**src/rtl/prog_mem_pkg.sv**
```systemverilog
// Shared definitions for the loadable program memory: default widths,
// the NOP opcode returned on out-of-range fetches, and the control states.
package prog_mem_pkg;

    localparam int BUS_WIDTH    = 8;
    localparam int OPCODE_WIDTH = 16;

    localparam logic [OPCODE_WIDTH-1:0] NOP_OPCODE = '0;

    typedef enum logic [1:0] {
        IDLE = 2'd0,
        LOAD = 2'd1,
        RUN  = 2'd2
    } prog_mem_state_t;

endpackage

```
**src/rtl/prog_mem_rsp_fifo.sv**
```systemverilog
// Two-entry response FIFO holding {instr, addr, err} fetch results.
// Payload storage is not reset; only the pointers and occupancy are.
module pm_rsp_fifo #(
    parameter int ADDR_WIDTH  = 8,
    parameter int INSTR_WIDTH = 16
) (
    input  logic                   clk,
    input  logic                   n_rst,
    input  logic                   push_i,
    input  logic [INSTR_WIDTH-1:0] push_instr_i,
    input  logic [ADDR_WIDTH-1:0]  push_addr_i,
    input  logic                   push_err_i,
    input  logic                   pop_i,
    input  logic                   clear_i,
    output logic [1:0]             count_o,
    output logic [INSTR_WIDTH-1:0] head_instr_o,
    output logic [ADDR_WIDTH-1:0]  head_addr_o,
    output logic                   head_err_o
);

    logic [INSTR_WIDTH-1:0] instr_q [2];
    logic [ADDR_WIDTH-1:0]  addr_q  [2];
    logic [1:0]             err_q;
    logic                   wr_ptr_q;
    logic                   rd_ptr_q;
    logic [1:0]             count_q;

    // Pointer and occupancy tracking; clear wins over any push/pop that cycle.
    always_ff @(posedge clk or negedge n_rst) begin
        if (!n_rst) begin
            wr_ptr_q <= 1'b0;
            rd_ptr_q <= 1'b0;
            count_q  <= 2'd0;
        end else if (clear_i) begin
            wr_ptr_q <= 1'b0;
            rd_ptr_q <= 1'b0;
            count_q  <= 2'd0;
        end else begin
            if (push_i) wr_ptr_q <= ~wr_ptr_q;
            if (pop_i)  rd_ptr_q <= ~rd_ptr_q;
            count_q <= count_q + 2'(push_i) - 2'(pop_i);
        end
    end

    // Payload write at the tail slot.
    always_ff @(posedge clk) begin
        if (push_i) begin
            instr_q[wr_ptr_q] <= push_instr_i;
            addr_q[wr_ptr_q]  <= push_addr_i;
            err_q[wr_ptr_q]   <= push_err_i;
        end
    end

    assign count_o      = count_q;
    assign head_instr_o = instr_q[rd_ptr_q];
    assign head_addr_o  = addr_q[rd_ptr_q];
    assign head_err_o   = err_q[rd_ptr_q];

endmodule

```
**src/rtl/prog_mem.sv**
```systemverilog
// Loadable program memory for the fetch stage. Words are written through the
// load port, then fetched with a valid/ready handshake. The synchronous read
// result sits in a one-deep in-flight stage that is presented directly when
// the response FIFO is empty, so a response is visible the cycle after accept.
module prog_mem
    import prog_mem_pkg::*;
#(
    parameter int                     ADDR_WIDTH  = BUS_WIDTH,
    parameter int                     INSTR_WIDTH = OPCODE_WIDTH,
    parameter logic [INSTR_WIDTH-1:0] NOP_WORD    = NOP_OPCODE
) (
    input  logic                   clk,
    input  logic                   n_rst,
    input  logic                   load_start,
    input  logic                   load_valid,
    input  logic [INSTR_WIDTH-1:0] load_data,
    input  logic                   load_last,
    output logic                   load_busy,
    output logic [ADDR_WIDTH:0]    prog_len,
    input  logic                   fetch_valid,
    input  logic [ADDR_WIDTH-1:0]  fetch_addr,
    output logic                   fetch_ready,
    input  logic                   flush,
    output logic                   rsp_valid,
    input  logic                   rsp_ready,
    output logic [INSTR_WIDTH-1:0] rsp_instr,
    output logic [ADDR_WIDTH-1:0]  rsp_addr,
    output logic                   rsp_err
);

    localparam int DEPTH = 2 ** ADDR_WIDTH;

    prog_mem_state_t        state_q, state_d;
    logic [ADDR_WIDTH-1:0]  ptr_q, ptr_d;
    logic [ADDR_WIDTH:0]    prog_len_q, prog_len_d;
    logic                   mem_we;

    logic [INSTR_WIDTH-1:0] mem [DEPTH];
    logic [INSTR_WIDTH-1:0] rd_data_q;

    logic                   s1_vld_q;
    logic [ADDR_WIDTH-1:0]  s1_addr_q;
    logic                   s1_err_q;
    logic [INSTR_WIDTH-1:0] s1_instr;

    logic                   accept;
    logic                   leave_run;
    logic                   fifo_push;
    logic                   fifo_pop;
    logic                   fifo_clear;
    logic                   fifo_empty;
    logic [1:0]             fifo_count;
    logic [INSTR_WIDTH-1:0] fifo_instr;
    logic [ADDR_WIDTH-1:0]  fifo_addr;
    logic                   fifo_err;

    logic [INSTR_WIDTH-1:0] head_instr;
    logic [ADDR_WIDTH-1:0]  head_addr;
    logic                   head_err;

    assign leave_run   = (state_q == RUN) && load_start;
    assign fetch_ready = (state_q == RUN) && ((fifo_count + 2'(s1_vld_q)) < 2'd2);
    assign accept      = fetch_valid && fetch_ready;
    assign load_busy   = (state_q == LOAD);
    assign prog_len    = prog_len_q;

    // Load-mode sequencing: pointer advance, program length capture, mode changes.
    always_comb begin
        state_d    = state_q;
        ptr_d      = ptr_q;
        prog_len_d = prog_len_q;
        mem_we     = 1'b0;
        case (state_q)
            IDLE: begin
                if (load_start) begin
                    state_d = LOAD;
                    ptr_d   = '0;
                end
            end
            LOAD: begin
                // A repeated load_start here is ignored on purpose.
                if (load_valid) begin
                    mem_we = 1'b1;
                    if (load_last) begin
                        state_d    = RUN;
                        prog_len_d = (ADDR_WIDTH+1)'(ptr_q) + (ADDR_WIDTH+1)'(1);
                    end else if (&ptr_q) begin
                        // Array full without a last marker: stop rather than wrap.
                        state_d    = RUN;
                        prog_len_d = (ADDR_WIDTH+1)'(DEPTH);
                    end else begin
                        ptr_d = ptr_q + ADDR_WIDTH'(1);
                    end
                end
            end
            RUN: begin
                if (load_start) begin
                    state_d = LOAD;
                    ptr_d   = '0;
                end
            end
            default: state_d = IDLE;
        endcase
    end

    // Control registers for the load FSM.
    always_ff @(posedge clk or negedge n_rst) begin
        if (!n_rst) begin
            state_q    <= IDLE;
            ptr_q      <= '0;
            prog_len_q <= '0;
        end else begin
            state_q    <= state_d;
            ptr_q      <= ptr_d;
            prog_len_q <= prog_len_d;
        end
    end

    // Single write port (load) and single synchronous read port (fetch).
    always_ff @(posedge clk) begin
        if (mem_we) mem[ptr_q] <= load_data;
        if (accept) rd_data_q <= mem[fetch_addr];
    end

    // In-flight stage: the previous occupant always moves on, so validity
    // simply follows this cycle's accept unless the block is leaving RUN.
    always_ff @(posedge clk or negedge n_rst) begin
        if (!n_rst) begin
            s1_vld_q  <= 1'b0;
            s1_addr_q <= '0;
            s1_err_q  <= 1'b0;
        end else begin
            s1_vld_q <= accept && !leave_run;
            if (accept) begin
                s1_addr_q <= fetch_addr;
                s1_err_q  <= ({1'b0, fetch_addr} >= prog_len_q);
            end
        end
    end

    assign s1_instr   = s1_err_q ? NOP_WORD : rd_data_q;
    assign fifo_empty = (fifo_count == 2'd0);
    assign fifo_clear = flush || leave_run;
    assign fifo_pop   = !fifo_empty && rsp_ready;
    // The in-flight entry bypasses the FIFO when it is the head and is taken now.
    assign fifo_push  = s1_vld_q && !(fifo_empty && rsp_ready);

    pm_rsp_fifo #(
        .ADDR_WIDTH  (ADDR_WIDTH),
        .INSTR_WIDTH (INSTR_WIDTH)
    ) u_rsp_fifo (
        .clk          (clk),
        .n_rst        (n_rst),
        .push_i       (fifo_push),
        .push_instr_i (s1_instr),
        .push_addr_i  (s1_addr_q),
        .push_err_i   (s1_err_q),
        .pop_i        (fifo_pop),
        .clear_i      (fifo_clear),
        .count_o      (fifo_count),
        .head_instr_o (fifo_instr),
        .head_addr_o  (fifo_addr),
        .head_err_o   (fifo_err)
    );

    assign head_instr = fifo_empty ? s1_instr  : fifo_instr;
    assign head_addr  = fifo_empty ? s1_addr_q : fifo_addr;
    assign head_err   = fifo_empty ? s1_err_q  : fifo_err;

    assign rsp_valid = !fifo_empty || s1_vld_q;
    assign rsp_instr = rsp_valid ? head_instr : '0;
    assign rsp_addr  = rsp_valid ? head_addr  : '0;
    assign rsp_err   = rsp_valid && head_err;

endmodule
```
**config.mk**
```make
export PLATFORM = sky130hd
export DESIGN_NAME = prog_mem
export DESIGN_NICKNAME = d
export VERILOG_FILES = /design/src/rtl/prog_mem_pkg.sv /design/src/rtl/prog_mem_rsp_fifo.sv /design/src/rtl/prog_mem.sv
export SDC_FILE = /design/constraint.sdc
export NUM_CORES = 2
export LEC_CHECK = 0
export BUFFER_PORTS_ARGS = -buffer_cell sky130_fd_sc_hd__clkbuf_2
export CORE_MARGIN = 3
export CORE_UTILIZATION = 33
export CTS_BUF_LIST = sky130_fd_sc_hd__clkbuf_4 sky130_fd_sc_hd__clkbuf_8
export DETAILED_ROUTE_END_ITERATION = 8
export HOLD_SLACK_MARGIN = 0.15
export SLEW_MARGIN = 25
export SYNTH_ARGS = -nofsm -noshare
export SYNTH_HDL_FRONTEND = slang
export SYNTH_MEMORY_MAX_BITS = 65536
export SYNTH_SLANG_ARGS = --single-unit
```
**constraint.sdc**
```tcl
create_clock -name clk -period 2.45 [get_ports clk]
set_input_delay 0 -clock clk [delete_from_list [all_inputs] [get_ports clk]]
set_output_delay 0 -clock clk [all_outputs]
set_load 0.1 [all_outputs]
```
-- Word level (Yosys, flattened, before mapping)
Memories as Yosys holds them, arrays and structs flattened. A register that Yosys moved wholly into a read port is not among the register bits.
Cells that the tools add are included.
- add/sub/neg operators: 5
- order comparisons: 5
- equal/unequal tests: 7
- muxes and demuxes: 34
- bitwise logic cells: 2
- reduce and logical (&&, ||, !) cells: 25
- operators with widths (cell ; count):
    $mux 16 ; 3
    $mux 8 ; 6
    $mux 9 ; 2
    $pmux 8 s2 ; 1
    $mux 1 ; 14
    $mux 2 ; 5
    $add 8x1->9 const B ; 1
    $ge 8x9->1 ; 1
    $logic_and 1x1->1 ; 9
    $add 8x1->8 const B ; 1
    $reduce_and 8->1 ; 1
    $reduce_bool 2->1 ; 4
    $ne 2x2->1 const B ; 3
    $reduce_and 3->1 ; 2
    $reduce_and 5->1 ; 1
    $add 2x1->2 ; 2
    $logic_not 2->1 ; 2
    $lt 1x2->1 const B ; 2
    $pmux 2 s2 ; 1
    $logic_not 1->1 ; 3
    $ne 3x2->1 const B ; 1
    $bwmux 2 ; 1
    $eq 2x1->1 const B ; 1
    $eq 2x2->1 const B ; 1
    other kinds (8) ; 10
- bits in registers: 35
- memory bits (writable): 4144
- input port bits: 32
- logic and storage cells: 91
- memories kept: 3
- memory list (memory ; words ; width ; read ports ; clocked after Yosys merged registers in ; wr ports ; line ; RTL):
    mem ; 256 ; 16 ; 1 ; 1 ; 1 ; prog_mem.sv:38 ; logic [INSTR_WIDTH-1:0] mem [DEPTH];
    u_rsp_fifo.instr_q ; 2 ; 16 ; 1 ; 0 ; 1 ; prog_mem_rsp_fifo.sv:21 ; logic [INSTR_WIDTH-1:0] instr_q [2];
    u_rsp_fifo.addr_q ; 2 ; 8 ; 1 ; 0 ; 1 ; prog_mem_rsp_fifo.sv:22 ; logic [ADDR_WIDTH-1:0] addr_q [2];

-- Logic depth before layout (Yosys ltp)
- word-level depth: 7
- mapped depth: 14
- depth with buffers taken out: 9

-- Hierarchy
Synthesis repeated with hierarchy kept, for this count alone.
- cells, all modules: 7534
- area, all modules: 161725.1 µm²
- modules (own cells, without submodules) (module ; instances ; cells each ; area each (µm²) ; seq. area each (µm²)):
    prog_mem ; 1 ; 7439 ; 159616.8 ; 124204.1
    pm_rsp_fifo ; 1 ; 95 ; 2108.3 ; 1601.5

-- Worst setup path after synthesis
Ideal clock, no wire load.
- path type: register to register
- start point: register state_q[0]
- end point: memory mem[100][0], enable pin
- arrival time: 3664 ps
- setup slack: -1602 ps
- stages on the path, launching flop included: 8
- clock period less this slack: 4052 ps
- cells stage by stage: dfrtp_1 -> inv_1 -> nor2_1 -> nand2_1 -> nor3b_1 -> nand2_1 -> clkbuf_1 -> nor2_1
- word-level cells in the longest chain between the ends: 4
- RTL lines (item ; line ; RTL):
    from (decl) ; prog_mem.sv:33 ; prog_mem_state_t state_q, state_d;
    from (signal assigned) ; prog_mem.sv:113 ; state_q <= state_d;
    $eq 2x1->1 ; n/a ;
    net load_busy ; prog_mem.sv:18 ; output logic load_busy,
    $mux 1 ; prog_mem.sv:73 ; case (state_q)
    $mux 1 ; prog_mem.sv:121 ; if (mem_we) mem[ptr_q] <= load_data;
    $mux 1 (implied by the code) ; prog_mem.sv:121 ;
    to (decl) ; prog_mem.sv:38 ;
The timed path passes the listed nets, and every way through them passes these cells.

-- Worst setup path after layout
- start point: register rd_data_q[2] (read register of mem)
- end point: output port rsp_instr[2]
- word-level cells in the longest chain between the ends: 3
- RTL lines (item ; line ; RTL):
    from (decl) ; prog_mem.sv:39 ; logic [INSTR_WIDTH-1:0] rd_data_q;
    $mux 16 ; prog_mem.sv:141 ; assign s1_instr = s1_err_q ? NOP_WORD : rd_data_q;
    net s1_instr[2] ; prog_mem.sv:44 ; logic [INSTR_WIDTH-1:0] s1_instr;
    $mux 16 ; prog_mem.sv:166 ; assign head_instr = fifo_empty ? s1_instr : fifo_instr;
    $mux 16 ; prog_mem.sv:171 ; assign rsp_instr = rsp_valid ? head_instr : '0;
    to (decl) ; prog_mem.sv:26 ; output logic [INSTR_WIDTH-1:0] rsp_instr,
The timed path passes the listed nets, and every way through them passes these cells.

==> flow_metrics.tcl <==
set metrics [dict create \
    crit_type "flop to output pin" \
    rsz0062_at_grt "true" \
    irDropWorstVdd_v 0.000563 \
    num_rows 255 \
    report.final.slew_viol_count 0 \
    synth.area.mux_share 0.145 \
    synthTopCellsByArea "edfxtp_1 (78%), mux4_2 (12%), mux2i_1 (2.3%)" \
    cts_buffers 652 \
    layout.nets 9014 \
    slew_headroom 0.342 \
    die_width_um 704 \
    pin_count 69 \
    io_buffers 68 \
    finalSetupViolations 28 \
    path_cells "nor2b_4 > nand3_2 > o21ai_4 > buf_12" \
    track_usage 0.187 \
    ys_async_sr_fraction 0.00787 \
    dieArea_mm2 0.496 \
    synthSimpleGateAreaFrac 0.0216 \
    synth_top_family_by_area "multiplexers" \
    avgSynthCellArea_um2 21.6 \
    core_area_mm2 0.484 \
    synth-edff-count 4162 \
    endpoint_kind "output pin" \
    fillers 42100 \
    first_pass_iters 6 \
    synth_xor_area_frac 0.000381 \
    synth_top_area_frac 0.777 \
    whs_path_depth 7 \
    ys_ff_latch 4195 \
    status "complete, but fails checks" \
    insertion_delay_ns 1.24 \
    dp_hpwl_mm 295 \
    skew_ns 0.0914 \
    crit_path_top_delay_cell "edfxtp_1" \
    yosys.area.top_type "edfxtp_1" \
    initial_core_util 0.332 \
    path_max_fanout 2 \
    path_clk_slew_ns 0.06 \
    setup_ws_ns -0.0607 \
    p_per_area_mw_per_mm2 762 \
    worst_pin_slew_ns 0.979 \
    clockBufferDepth 4 \
    required_ns 2.45 \
    syn_inst 7441 \
    drc_errors 0 \
    ys_seq_area_frac 0.782 \
    grt_start_max_net_pins 93 \
    hold-worst-slack_ns 0.151 \
    area_growth_pct 22.6 \
    synth_nets 7487 \
    netlist_area_mm2 0.161 \
    die_h_um 704 \
    ff2ff_path_depth 8 \
    drt_iter0_drc 10500 \
    grt_pass1_vias 86800 \
    wl_mm 476 \
    grt_overflow 0 \
    htreeDepth 6 \
    min_period_over_period 1.02 \
    cts_tree "done" \
    finalHoldViolations 0 \
    synth_fa_ha_area_frac 0.00109 \
    antenna_left 0 \
    cp-start-kind "flop" \
    violations "setup timing" \
    viasPerCell 5.36 \
    fin_setup_tns_ns -0.666 \
    grt_pass1_wl_mm 670 \
    yosysUniqueCellTypes 72 \
    max_freq_ghz 0.398 \
    cts.sinks 4195 \
    cap_viol_max_count 0 \
    arrival_ns 2.51 \
    cpPeakStageDelay_ns 0.62 \
    layout-drive-gt1-share 0.376 \
    p_leak_nw 63.2 \
    post_drt_wl_per_cell_um 29.9 \
    via_count 85300 \
    period_needed_ns 2.51 \
    synth_compound_gate_area_share 0.0337 \
    clk_root_buffer_cell "clkbuf_8" \
    gp_congestion 0.859 \
    hp-class "input pin to flop" \
    synthFlopType "edfxtp_1" \
    yosys_warnings 0 \
    antenna_found_initial 30 \
]
state kept, by name, indices dropped and copies added, names as in the netlist:
name                 cells
rd_data_q               16
s1_addr_q                8
s1_vld_q                 1
state_q                  2
u_rsp_fifo.wr_ptr_q      1
mem                   4096
prog_len                 9
ptr_q                    8
u_rsp_fifo.instr_q      32
u_rsp_fifo.addr_q       16
u_rsp_fifo.rd_ptr_q      1
u_rsp_fifo.err_q         2
u_rsp_fifo.count_o       2
s1_err_q                 1
layout by cell type, fill, tap and decap left out, types with 18 or more instances in the layout:
master,instances
edfxtp_1,4162
mux4_2,857
buf_4,784
clkbuf_8,664
buf_12,397
mux2i_1,370
o22ai_1,244
clkbuf_4,211
clkinv_1,167
nor2_4,124
nor2_1,116
a22o_1,111
nand2_1,91
a22oi_1,83
nor2_2,78
nor3_1,72
dlygate4sd3_1,67
clkinv_2,54
a21oi_1,52
a221oi_1,48
o21ai_0,36
nand3_1,32
nor4_1,29
dfrtp_1,27
a221oi_2,26
nand3_2,25
o211ai_1,22
nor4_2,20
clkbuf_2,19
buf_16,18
power breakdown:
part | total (mW) | internal, mW | switching (mW) | leakage, nW
combinational | 13.2 | 4.93 | 8.26 | 18.8
clock | 57.4 | 29.5 | 27.9 | 6.63
sequential | 79.7 | 79.4 | 0.308 | 37.8
metal layers:
metal	part of all wire	track usage
met3	0.084	0.0381
met4	0.039	0.0696
met2	0.49	0.309
met5	0.000015	0
met1	0.39	0.246
critical path, delay by kind of cell (launching register included):
| kind | cells | cell delay [ns] |
|---|---|---|
| flops | 1 | 0.62 |
| compound gates | 1 | 0.09 |
| buf+inv | 1 | 0.19 |
| simple gates | 2 | 0.35 |
cells by family after synthesis:
logic type                 count (synthesis)
AOI/OAI and AO/OA                        763
xor gates and xnor gates                   7
adders and majority gates                 14
buffers and inverters                    466
DFF                                     4195
muxes                                   1251
and+or+nand+nor                          745
cell type report:
cell class | instances | area (um^2) | share of cell area
well taps | 6425 | 8040 | 0.0408
multi-input cells | 2780 | 35100 | 0.178
diodes | 8 | 20.0 | 0.000102
clock buffers | 866 | 10600 | 0.0538
clock inverters | 290 | 1980 | 0.0100
flip-flops and latches | 4195 | 126000 | 0.638
repair buffers | 1319 | 15600 | 0.0790
inverters | 20 | 75.1 | 0.000381
path summary, 6_finish.rpt:
path / startpoint / to / slack (ns)
max reg2reg: mem[71][12]$_DFFE_PP_ / rd_data_q[12]$_DFFE_PP_ / -0.01
max: rd_data_q[2]$_DFFE_PP_ / rsp_instr[2] / -0.06
min: fetch_addr[4] / rd_data_q[2]$_DFFE_PP_ / 0.15
min reg2reg: prog_len[3]$_DFFE_PN0P_ / prog_len[3]$_DFFE_PN0P_ / 0.54
max in group asynchronous: n_rst / ptr_q[0]$_DFFE_PN0P_ / 1.83
min in group asynchronous: n_rst / s1_addr_q[5]$_DFFE_PN0P_ / 0.39
synthesized netlist by cell type (all sizes together), types with 7 or more instances:
master / instances
o31ai: 7
dfrtp: 33
o21ai: 66
nand2: 109
a31oi: 12
and2: 8
nand2b: 13
edfxtp: 4162
or3: 9
clkbuf: 203
nand3: 60
nor2: 318
nand4: 14
a22oi: 84
nor4: 57
buf: 243
o32ai: 9
ha: 14
a22o: 116
nor3: 96
mux2: 18
o211ai: 22
a211oi: 16
a2111oi: 14
inv: 20
mux2i: 376
a221oi: 77
mux4: 857
a21oi: 55
nor2b: 29
o22ai: 260
what timing repair did:
action,CTS,global route
cloned,6,1
setup endpoints to repair,41,63
gates resized for setup,186,123
hold buffers,88,1
pin swaps,19,28
setup buffers,16,1
endpoints found under the hold margin,8192,4
per-stage QoR:
step	cell area [um^2]	std cells	total power, mW	util	setup slack (ns)
2_1_floorplan	162000	7441	86.9	-	-0.412
3_3_place_gp	182000	14600	92.5	0.375	-1.53
3_5_place_dp	182000	14600	92.7	0.375	-1.51
4_1_cts	197000	15900	151	0.406	-0.186
5_1_grt	197000	15900	155	0.407	-0.128
6_report	197000	15900	150	0.407	-0.0607
Note: power is estimated with default switching activity, not from simulation.
